==> src/rtl/path_rom_reader.sv <==
// -----------------------------------------------------------------------------
// path_rom_reader
//
// Consumer end of the enemy path pipeline. Once per frame it samples the path
// address from addres_gen, fetches the word at that address from the
// synchronous path ROM, and decodes it into clamped screen coordinates.
// A path word is {dx[7:0], dy[7:0]}. The word 16'hFFFF marks the end of the
// path: it raises path_end instead of updating the position.
//
// Ports (all logic in the pclk domain):
//   pclk        in   1   system clock, rising edge
//   rst         in   1   asynchronous, active-high reset
//   address_in  in  12   current path address from addres_gen
//   level       in   2   current game level, 0..3
//   frame_tick  in   1   one-cycle pulse per frame, starts a fetch from IDLE
//   rom_addr    out 12   registered path ROM address, held between fetches
//   rom_data    in  16   ROM word, valid one cycle after rom_addr is sampled
//   xpos        out 11   decoded x position, clamped to X_MAX
//   ypos        out 11   decoded y position, clamped to Y_MAX
//   pos_valid   out  1   one-cycle pulse when xpos/ypos update
//   path_end    out  1   one-cycle pulse when the sentinel word is read
//   busy        out  1   high while a fetch is in progress
//
// A tick in cycle T gives rom_addr at T+1, busy over T+1..T+3, and the new
// position (or path_end) together with busy=0 in T+4. Ticks outside IDLE are
// dropped, not queued.
// -----------------------------------------------------------------------------
module path_rom_reader #(
  parameter int X_BASE       = 32,
  parameter int Y_BASE       = 16,
  parameter int LEVEL_Y_STEP = 24,
  parameter int X_MAX        = 767,
  parameter int Y_MAX        = 575
) (
  input  logic        pclk,
  input  logic        rst,
  input  logic [11:0] address_in,
  input  logic [1:0]  level,
  input  logic        frame_tick,
  output logic [11:0] rom_addr,
  input  logic [15:0] rom_data,
  output logic [10:0] xpos,
  output logic [10:0] ypos,
  output logic        pos_valid,
  output logic        path_end,
  output logic        busy
);

  typedef enum logic [1:0] {
    IDLE,
    FETCH,
    WAIT,
    DECODE
  } state_t;

  localparam logic [11:0] XBASE_W  = 12'(X_BASE);
  localparam logic [11:0] YBASE_W  = 12'(Y_BASE);
  localparam logic [11:0] YSTEP_W  = 12'(LEVEL_Y_STEP);
  localparam logic [11:0] XMAX_W   = 12'(X_MAX);
  localparam logic [11:0] YMAX_W   = 12'(Y_MAX);
  localparam logic [15:0] SENTINEL = 16'hFFFF;

  state_t      state;
  logic [1:0]  lvl_q;
  logic [15:0] data_q;

  logic [11:0] x_full;
  logic [11:0] y_full;
  logic [11:0] x_clamp;
  logic [11:0] y_clamp;

  // Decode of the registered ROM word. All sums are 12 bits unsigned; with
  // the default parameters the largest x is 32 + 1020 = 1052, which still
  // fits, so the clamp sees the true value.
  // NOTE: every signal driven here gets a value on every path, otherwise the
  // synthesiser infers a latch to hold the old value.
  always_comb begin
    x_full  = XBASE_W + {2'b00, data_q[15:8], 2'b00};
    y_full  = YBASE_W + {4'b0000, data_q[7:0]} + (YSTEP_W * {10'd0, lvl_q});
    x_clamp = (x_full > XMAX_W) ? XMAX_W : x_full;
    y_clamp = (y_full > YMAX_W) ? YMAX_W : y_full;
  end

  // Single FSM block with registered outputs. pos_valid and path_end default
  // low every cycle so each can only be a one-cycle pulse out of DECODE.
  // NOTE: sequential state uses non-blocking assignments so every register
  // samples the pre-edge values regardless of statement order.
  // NOTE: data_q and lvl_q are plain registers, not a memory, so resetting
  // them along with the outputs costs nothing and keeps the state defined.
  always_ff @(posedge pclk or posedge rst) begin
    if (rst) begin
      state     <= IDLE;
      rom_addr  <= '0;
      lvl_q     <= '0;
      data_q    <= '0;
      xpos      <= '0;
      ypos      <= '0;
      pos_valid <= 1'b0;
      path_end  <= 1'b0;
      busy      <= 1'b0;
    end else begin
      pos_valid <= 1'b0;
      path_end  <= 1'b0;
      case (state)
        IDLE: begin
          if (frame_tick) begin
            rom_addr <= address_in;
            lvl_q    <= level;
            busy     <= 1'b1;
            state    <= FETCH;
          end
        end
        // The ROM samples rom_addr at the end of this cycle.
        FETCH: state <= WAIT;
        WAIT: begin
          data_q <= rom_data;
          state  <= DECODE;
        end
        DECODE: begin
          busy  <= 1'b0;
          state <= IDLE;
          if (data_q == SENTINEL) begin
            path_end <= 1'b1;
          end else begin
            xpos      <= x_clamp[10:0];
            ypos      <= y_clamp[10:0];
            pos_valid <= 1'b1;
          end
        end
        default: state <= IDLE;
      endcase
    end
  end

endmodule

==> config.mk <==
export PLATFORM = sky130hd
export DESIGN_NAME = path_rom_reader
export DESIGN_NICKNAME = d
export VERILOG_FILES = /design/src/rtl/path_rom_reader.sv
export SDC_FILE = /design/constraint.sdc
export NUM_CORES = 1
export LEC_CHECK = 0
export ABC_AREA = 0
export CAP_MARGIN = 10
export CELL_PAD_IN_SITES_DETAIL_PLACEMENT = 1
export CELL_PAD_IN_SITES_GLOBAL_PLACEMENT = 2
export CORE_MARGIN = 2
export CORE_UTILIZATION = 37
export DETAILED_ROUTE_END_ITERATION = 16
export DONT_BUFFER_PORTS = 1
export PLACE_DENSITY = 0.77
export SKIP_CTS_REPAIR_TIMING = 1
export SYNTH_ARGS = -nofsm -noshare
export SYNTH_HDL_FRONTEND = slang
export SYNTH_SLANG_ARGS = --single-unit
==> constraint.sdc <==
create_clock -name pclk -period 1.93 [get_ports pclk]
set_input_delay 0.0965 -clock pclk [delete_from_list [all_inputs] [get_ports pclk]]
set_output_delay 0.0965 -clock pclk [all_outputs]
set_load 0.005 [all_outputs]
# Word-level counts from Yosys, hierarchy flattened
# Cells that the tools add are included.
[op_classes]
n_reduce_logical = 5
n_div = 0
bitwise_logic = 1
n_lt_le_gt_ge = 2
n_mux = 10
shift = 0
n_mul = 1
addsub = 3
n_eq_ne = 5
[ops]
columns = ["cell", "count"]
rows = [
  ["equality test 16 bit, second input constant", 1],
  ["adder 6 x 10 -> 11 bit, first input constant", 1],
  ["> comparator 11 x 10 -> 1 bit, second input constant", 1],
  ["2-to-1 mux 11 bit", 1],
  ["adder 9 x 7 -> 10 bit", 1],
  ["> comparator 10 bit, second input constant", 1],
  ["2-to-1 mux 10 bit", 1],
  ["adder 5 x 8 -> 9 bit, first input constant", 1],
  ["case mux 2 bit (4 select lines)", 1],
  ["AND reduction 2 bit", 3],
  ["2-to-1 mux 1 bit", 5],
  ["equality test 2 bit, second input constant", 2],
  ["multiplier 2 x 2 -> 4 bit, first input constant", 1],
  ["equality test 2 x 1 -> 1 bit, second input constant", 1],
  ["zero test 2 bit", 1],
  ["2-to-1 mux 2 bit", 1],
  ["inequality test 2 bit, second input constant", 1],
  ["case mux 1 bit (2 select lines)", 1],
  ["nonzero test 2 bit", 1],
  ["NOT 1 bit", 1],
]
[word_totals]
inputBits = 33
ff_bits = 57
mem_count = 0
output_inout_bits = 37
ram_bits = 0
rom_bits = 0
elab_cells = 36
latch_bits = 0

# Longest topological paths before layout
# Gate-level depths: netlist of run 1.
[logic_depth]
ltp_word = 4
depth_mapped = 9
ltp_nobuf = 9

# Worst setup path before layout of run 1
# OpenSTA, ideal clock, no wires.
[synth_path]
path_type = "reg-to-reg"
startpoint = "register lvl_q[0]"
endpoint = "register ypos[6]"
n_path_buf = 0
arrival_ns = 1.975
setup_time_ns = 0.125
synth_period_minus_slack_ns = 2.100
t_required_ns = 1.805
stages_incl_launch_ff = 9
path_slack_ns = -0.170
cell_sequence = "dfrtp_1 inv_1 ha_1 ha_1 inv_1 ha_1 fa_1 xor2_1 mux2_4"
[synth_between]
elab_chain_cells = 4
[synth_lines]
columns = ["item", "line", "text"]
rows = [
  ["start: declaration", "64", "logic [1:0] lvl_q;"],
  ["start signal: assignment", "108", "lvl_q <= level;"],
  ["multiplier 2 x 2 -> 4 bit (*)", "79", "y_full = YBASE_W + {4'b0000, data_q[7:0]} + (YSTEP_W * {10'd0, lvl_q});"],
  ["adder 9 x 7 -> 10 bit (*)", "79", ""],
  ["> comparator 10 bit", "81", "y_clamp = (y_full > YMAX_W) ? YMAX_W : y_full;"],
  ["2-to-1 mux 10 bit (*)", "81", ""],
  ["end signal: assignment", "126", "ypos <= y_clamp[10:0];"],
  ["end: declaration", "43", "output logic [10:0] ypos,"],
]
# Mark *: on every way between the ends. The rest lies on a longest branch, timed or not.
# A chain may end at the register's enable or synchronous reset.

# Worst setup path after layout of run 1
# Ends and elaborated chain as after synthesis.

==> results_dict.tcl, run 1 <==
set metrics [dict create \
    max_stage_delay_ns 0.40 \
    cp.required_ns 2.13 \
    die_area_mm2 0.007508 \
    synth-seq-cells 54 \
    max_freq_ghz 0.5038 \
    synth_top_area_cell "dfrtp_1" \
    cts_buffer_depth 2 \
    path_common_cell "ha_4" \
    cts_made_buffers 5 \
    run_status "finished with violations" \
    die_w_um 86.65 \
    crit_path_top_delay_cell "dfrtp_1" \
    drtIter0Drc 8 \
    nNetsFinal 283 \
    synth_edf_count 0 \
    placed_area_mm2 0.002696 \
    worstPathCellList "inv_2, ha_4, ha_4, inv_2, ha_4, fa_2, xor2_1, mux2_4" \
    gp_congestion 0.7890 \
    cts_tree "built" \
    period_minus_slack_ns 1.985 \
    arrival_ns 2.19 \
    power_frac_clock_pct 13.2 \
    crit_path_end_kind "flop" \
    synth_cell_types 30 \
    fill_cells 697 \
    worstSkewPairLatency_ns 0.31 \
    drc 0 \
    report.final.setup_viol 3 \
    vdd_drop_max_v 0.0007131 \
    power_mw 5.745 \
    dpl.hpwl_um 3591 \
    slew_headroom_pct 62.60 \
    grt_use_total_pct 13.80 \
    ys.flop_type "dfrtp_1" \
    finalMaxSlewViolations 0 \
    seq_area_frac_synth_pct 53.47 \
    criticalPathCategory "reg2reg" \
    finalHoldViolations 0 \
    tightest_slew_ns 0.5602 \
    syn_area_mm2 0.002527 \
    dieHeight_um 86.65 \
    grt_antenna_before_repair 0 \
    ioPinCount 70 \
    crit_fanout 2 \
    min_path_type "in2reg" \
    switchingPower_mw 2.033 \
    finalWorstSetupSlack_ns -0.05481 \
    min_period_over_period_pct 102.8 \
    grt_pass1_wl_um 7955 \
    syn_inst 190 \
    ys_warn_count 0 \
    grt_max_degree 30 \
    antenna_cells 0 \
    cellPowerDensity_mw_per_mm2 1789 \
    grt_overflow 0 \
    via_per_inst 5.035 \
    start_util_pct 37.62 \
    power_frac_comb_pct 48.5 \
    wl_per_cell_um 16.79 \
    failed_checks "negative setup slack" \
    cts_root_buffer "clkbuf_8" \
    worstSetupStartpointType "flop" \
    portBuffers 0 \
    rsz0062_at_grt "yes" \
    firstDrtPassIters 4 \
    dp_slack_ns -0.1335 \
    drive_gt1_share_pct 31.78 \
    finalWirelength_um 5306 \
    rows 30 \
    cts.clk_slew.worst_paths_ns 0.09 \
    coreArea_mm2 0.006719 \
    avgSynthCellArea_um2 13.30 \
    postLayoutCellArea_mm2 0.003212 \
    finClkSkew_ns 0.009813 \
    ys_async_sr_fraction_pct 100.0 \
    yosysTopAreaCellShare_pct 53.47 \
    clock_sinks 54 \
    grt_pass1_vias 1575 \
    htreeDepth 2 \
    p_int_mw 3.712 \
    ant_nets 0 \
    synth_area_leaders "dfrtp_1 (53%), mux2_2 (13%), ha_1 (6.9%)" \
    syn2layout_area_growth_pct 27.08 \
    sequentialPowerShare_pct 38.3 \
    total_leakage_power_nw 1.502 \
    switching_share_pct 35.39 \
    cap_violations 0 \
    num_vias 1591 \
]
[power by group through the flow]
stage	Sequential [mW]	Combinational, mW	Clock [mW]
final	2.20	2.79	0.760
after global routing	2.30	3.12	0.845
after CTS	2.20	2.47	0.793
after detailed placement	2.22	2.45	0
after global placement	2.20	2.35	0
after floorplan	2.07	1.93	0
[registers in the layout, indices dropped and copies added (netlist names)]
| register | flops |
|---|---|
| data_q | 16 |
| rom_addr | 12 |
| xpos | 10 |
| ypos | 9 |
| lvl_q | 2 |
| state | 2 |
| busy | 1 |
| path_end | 1 |
| pos_valid | 1 |
[cell type report]
class,instances,area (um^2),area share [%]
Clock buffer,6,72.57,2.259
Clock inverter,2,37.54,1.169
Inverter,18,67.56,2.104
Multi-Input combinational cell,111,1140,35.49
Sequential cell,54,1351,42.07
Tap cell,80,100.1,3.116
Timing Repair Buffer,45,442.9,13.79
[cells by family (layout without fill, tap and decap cells)]
kind of cell | after synthesis | after routing | synth area share, %
mux | 49 | 49 | 22.87
flops | 54 | 54 | 53.47
simple gates | 22 | 22 | 4.703
fa+ha+maj | 15 | 15 | 7.723
buf+inv | 26 | 71 | 5.346
xor+xnor | 3 | 3 | 1.040
other cells | 1 | 2 | 0.1484
compound gates | 20 | 20 | 4.703
[metal layers]
| layer | up-vias | part of all wire [%] | global-route usage [%] |
|---|---|---|---|
| met4 | 0 | 1.3 | 4.830 |
| met3 | 7 | 7.6 | 5.714 |
| li1 | 735 | - | - |
| met2 | 57 | 49 | 21.89 |
| met1 | 792 | 42 | 16.97 |
| met5 | - | 0 | 0 |
[worst paths after layout]
kind	startpoint	endpoint	slack (ns)	cells after the start
max	lvl_q[0]$_DFFE_PP0P_	ypos[6]$_DFFE_PP0P_	-0.05	8
min	frame_tick	busy$_DFFE_PP0P_	0.01	3
max reg2reg	lvl_q[0]$_DFFE_PP0P_	ypos[6]$_DFFE_PP0P_	-0.05	8
min reg2reg	xpos[10]$_DFFE_PP0P_	xpos[10]$_DFFE_PP0P_	0.52	1
max in group asynchronous	rst	ypos[2]$_DFFE_PP0P_	1.09	3
min in group asynchronous	rst	rom_addr[5]$_DFFE_PP0P_	0.29	2
[placed cells by master (no fill, tap or decap), drive strengths merged, types with 2 or more instances in the layout]
master       Yosys  routed
nand3            4       4
mux2i            9       9
nand2b           3       3
xor2             2       2
nand4            2       2
inv             18      18
mux2            40      40
and2             2       2
buf              8      13
dfrtp           54      54
nand2            6       6
a21o             2       2
a21oi           11      11
ha              14      14
clkbuf           0       6
nor2             2       2
conb             1       2
dlygate4sd3      0      32
o21ai            3       3
and3             2       2
[worst max-delay path: cells and delay by family, from the launching register on]
kind	cells	cell delay, ns
buffers and inverters	2	0.12
DFF	1	0.40
adders and majority gates	4	0.96
muxes	1	0.26
xor gates and xnor gates	1	0.15
[through the flow]
| step | setup TNS [ns] | utilization (%) | instances | hold slack [ns] |
|---|---|---|---|---|
| 6_report | -0.09680 | 47.80 | 316 | 0.01128 |
| 5_1_grt | -0.4540 | 47.80 | 316 | 0.01346 |
| 4_1_cts | -0.5494 | 41.77 | 283 | -0.2731 |
| 3_5_place_dp | -0.4600 | 40.13 | 275 | 0.07567 |
| 3_3_place_gp | -0.3009 | 40.13 | 275 | 0.07009 |
| 2_1_floorplan | -0.1944 | - | 191 | 0.1828 |
[synthesized netlist by cell type (all sizes together), types with 3 or more instances]
cell type   n
buf         8
mux2i       9
nand3       4
inv        18
a21oi      11
mux2       40
ha         14
o21ai       3
nand2b      3
dfrtp      54
nand2       6
No activity file was read; power rests on OpenSTA's default activity.
==> run 2, diff against run 1 <==
--- a/config.mk
+++ b/config.mk
@@ -10,11 +10,12 @@
 export CELL_PAD_IN_SITES_DETAIL_PLACEMENT = 1
 export CELL_PAD_IN_SITES_GLOBAL_PLACEMENT = 2
 export CORE_MARGIN = 2
-export CORE_UTILIZATION = 37
+export CORE_UTILIZATION = 44
 export DETAILED_ROUTE_END_ITERATION = 16
 export DONT_BUFFER_PORTS = 1
-export PLACE_DENSITY = 0.77
+export PLACE_DENSITY = 0.86
 export SKIP_CTS_REPAIR_TIMING = 1
 export SYNTH_ARGS = -nofsm -noshare
 export SYNTH_HDL_FRONTEND = slang
 export SYNTH_SLANG_ARGS = --single-unit
+export TNS_END_PERCENT = 1
==> constraint.sdc (replaced) <==
create_clock -name pclk -period 2.45 [get_ports pclk]
set_input_delay 0.1225 -clock pclk [delete_from_list [all_inputs] [get_ports pclk]]
set_output_delay 0.1225 -clock pclk [all_outputs]
set_load 0.005 [all_outputs]
==> run 2 against run 1 <==
  * The run now ends clean
  * Sequential power fell by 21%
  * Routed wire length is 1.7% lower
  * Count of clock-buffer cells in the layout grew 1
  * Clock skew down 0.0073 ns
  * Utilization increased by 6.4 points
  * Critical path depth is 1 higher
  * Non-clock buffer count fell by 10
  * Die area is 15% lower
  * Combinational power fell by 36%
  * Hold slack got worse by 0.011 ns
  * Via count is 4.0% lower
  * Critical endpoint is now ypos[8]$_DFFE_PP0P_
  * Largest power group unchanged
==> results_dict.tcl, run 2 (synthesis results as in run 1) <==
set metrics [dict create \
    run_status "finished clean" \
    r2r_end "ypos[8]$_DFFE_PP0P_" \
    final_cell_mix "dfrtp_1 (54), dlygate4sd3_1 (32), mux2_2 (30)" \
    power_frac_comb_pct 44.4 \
    setup_tns_ns 0 \
    top_regs "data_q (16), rom_addr (12), xpos (10)" \
    syn2layout_area_growth_pct 18.71 \
    grt_use_total_pct 16.03 \
    die_area_mm2 0.006366 \
    cts_buffer_depth 2 \
    worstSkewPairLatency_ns 0.30 \
    finClkSkew_ns 0.002521 \
    wl_per_cell_um 17.50 \
    nNetsFinal 273 \
    tightest_slew_ns 0.5885 \
    clock_sinks 54 \
    min_path_type "in2reg" \
    sequentialPowerShare_pct 43.1 \
    total_leakage_power_nw 1.450 \
    worstSetupStartpointType "flop" \
    die_w_um 79.79 \
    power_frac_clock_pct 12.5 \
    cts_made_buffers 5 \
    report.final.setup_viol 0 \
    finish.utilization_pct 54.16 \
    rr_worst_depth 9 \
    cts_tree "built" \
    arrival_ns 2.44 \
    drc 0 \
    cellPowerDensity_mw_per_mm2 1345 \
    ioPinCount 70 \
    vdd_drop_max_v 0.0005418 \
    min_period_over_period_pct 92.86 \
    cap_violations 0 \
    hold_path.startpoint "frame_tick" \
    grt_pass1_vias 1576 \
    portBuffers 0 \
    num_vias 1528 \
    antenna_cells 0 \
    grt_overflow 0 \
    dieHeight_um 79.79 \
    finalWirelength_um 5215 \
    finalHoldViolations 0 \
    grt_pass1_wl_um 7790 \
    max_freq_ghz 0.4395 \
    switching_share_pct 36.52 \
    criticalPathCategory "reg2reg" \
    cts_root_buffer "clkbuf_8" \
    crit_fanout 4 \
    grt_max_degree 55 \
    largest_register_ffs 16 \
    p_int_mw 2.563 \
    final_common_cell "dfrtp_1" \
    cts.clk_slew.worst_paths_ns 0.09 \
    slew_headroom_pct 60.67 \
    coreArea_mm2 0.005540 \
    r2r_setup_slack_ns 0.17 \
    whs_endpoint "state[0]$_DFFE_PP0P_" \
    dpl.hpwl_um 3480 \
    finalMaxSlewViolations 0 \
    drive_gt1_share_pct 23.45 \
    regMostFlops "data_q" \
    firstDrtPassIters 4 \
    rsz0062_at_grt "no" \
    crit_path_end_kind "flop" \
    htreeDepth 2 \
    cp.required_ns 2.61 \
    switchingPower_mw 1.474 \
    gp_congestion 0.8903 \
    worstHoldPathCells 2 \
    period_minus_slack_ns 2.275 \
    r2r-start "lvl_q[0]$_DFFE_PP0P_" \
    drtIter0Drc 71 \
    grt_antenna_before_repair 0 \
    ant_nets 0 \
    rows 27 \
    via_per_inst 5.128 \
    start_util_pct 45.62 \
]
## run 2: cell types whose count changed in the layout (fill, tap and decap cells not counted), sizes merged
cell / change
buf: -10
clkinv: +1
clkinvlp: -1
bufinv: -1
clkbuf: +1
## run 2: worst max-delay path by stage
stage | start | endpoint | cells past startpoint
CTS | lvl_q[0]$_DFFE_PP0P_ | ypos[8]$_DFFE_PP0P_ | 9
detailed placement | lvl_q[0]$_DFFE_PP0P_ | ypos[8]$_DFFE_PP0P_ | 9
global placement | lvl_q[0]$_DFFE_PP0P_ | ypos[8]$_DFFE_PP0P_ | 9
floorplan | lvl_q[0]$_DFFE_PP0P_ | ypos[6]$_DFFE_PP0P_ | 8
global route | lvl_q[0]$_DFFE_PP0P_ | ypos[8]$_DFFE_PP0P_ | 9
finish | lvl_q[0]$_DFFE_PP0P_ | ypos[8]$_DFFE_PP0P_ | 9
## run 2: power by group through the flow
stage | Sequential [mW] | Clock, mW | Combinational (mW)
detailed placement | 1.76 | 0 | 1.74
global route | 1.81 | 0.549 | 2.03
floorplan | 1.63 | 0 | 1.49
CTS | 1.75 | 0.525 | 1.75
finish | 1.74 | 0.503 | 1.79
global placement | 1.73 | 0 | 1.63
## run 2: final cells by class
type / count / area, um^2
clock inverters: 1 / 5.005
repair buffers: 35 / 355.3
flip-flops and latches: 54 / 1351
multi-input cells: 111 / 1045
clock buffers: 7 / 86.33
well taps: 72 / 90.09
fillers: 580 / 2540
inverters: 18 / 67.56
## run 2: routing by layer
metal | track usage [%] | vias up | share of wire [%]
li1 | - | 714 | -
met1 | 19.62 | 763 | 42
met2 | 26.30 | 49 | 52
met3 | 6.222 | 2 | 6.3
met4 | 4.746 | 0 | 0.48
met5 | 0 | - | 0
## run 2: critical path, stage by stage, from the launching register on
cell,delay [ns]
dfrtp_1,0.42
inv_1,0.06
ha_1,0.30
ha_1,0.27
inv_1,0.04
ha_1,0.22
fa_1,0.42
a21o_1,0.20
a21oi_1,0.13
mux2i_1,0.09
## run 2: metrics by stage
step,instances,power (mW),area (um^2),hold slack [ns],setup slack [ns]
global route,298,4.397,3000,-0.009267,0.08267
CTS,265,4.025,2660,-0.1120,0.1837
finish,298,4.037,3000,0.0007764,0.1749
detailed placement,257,3.501,2569,0.2173,0.1967
global placement,257,3.361,2569,0.2105,0.2830
floorplan,191,3.123,2531,0.2088,0.3502
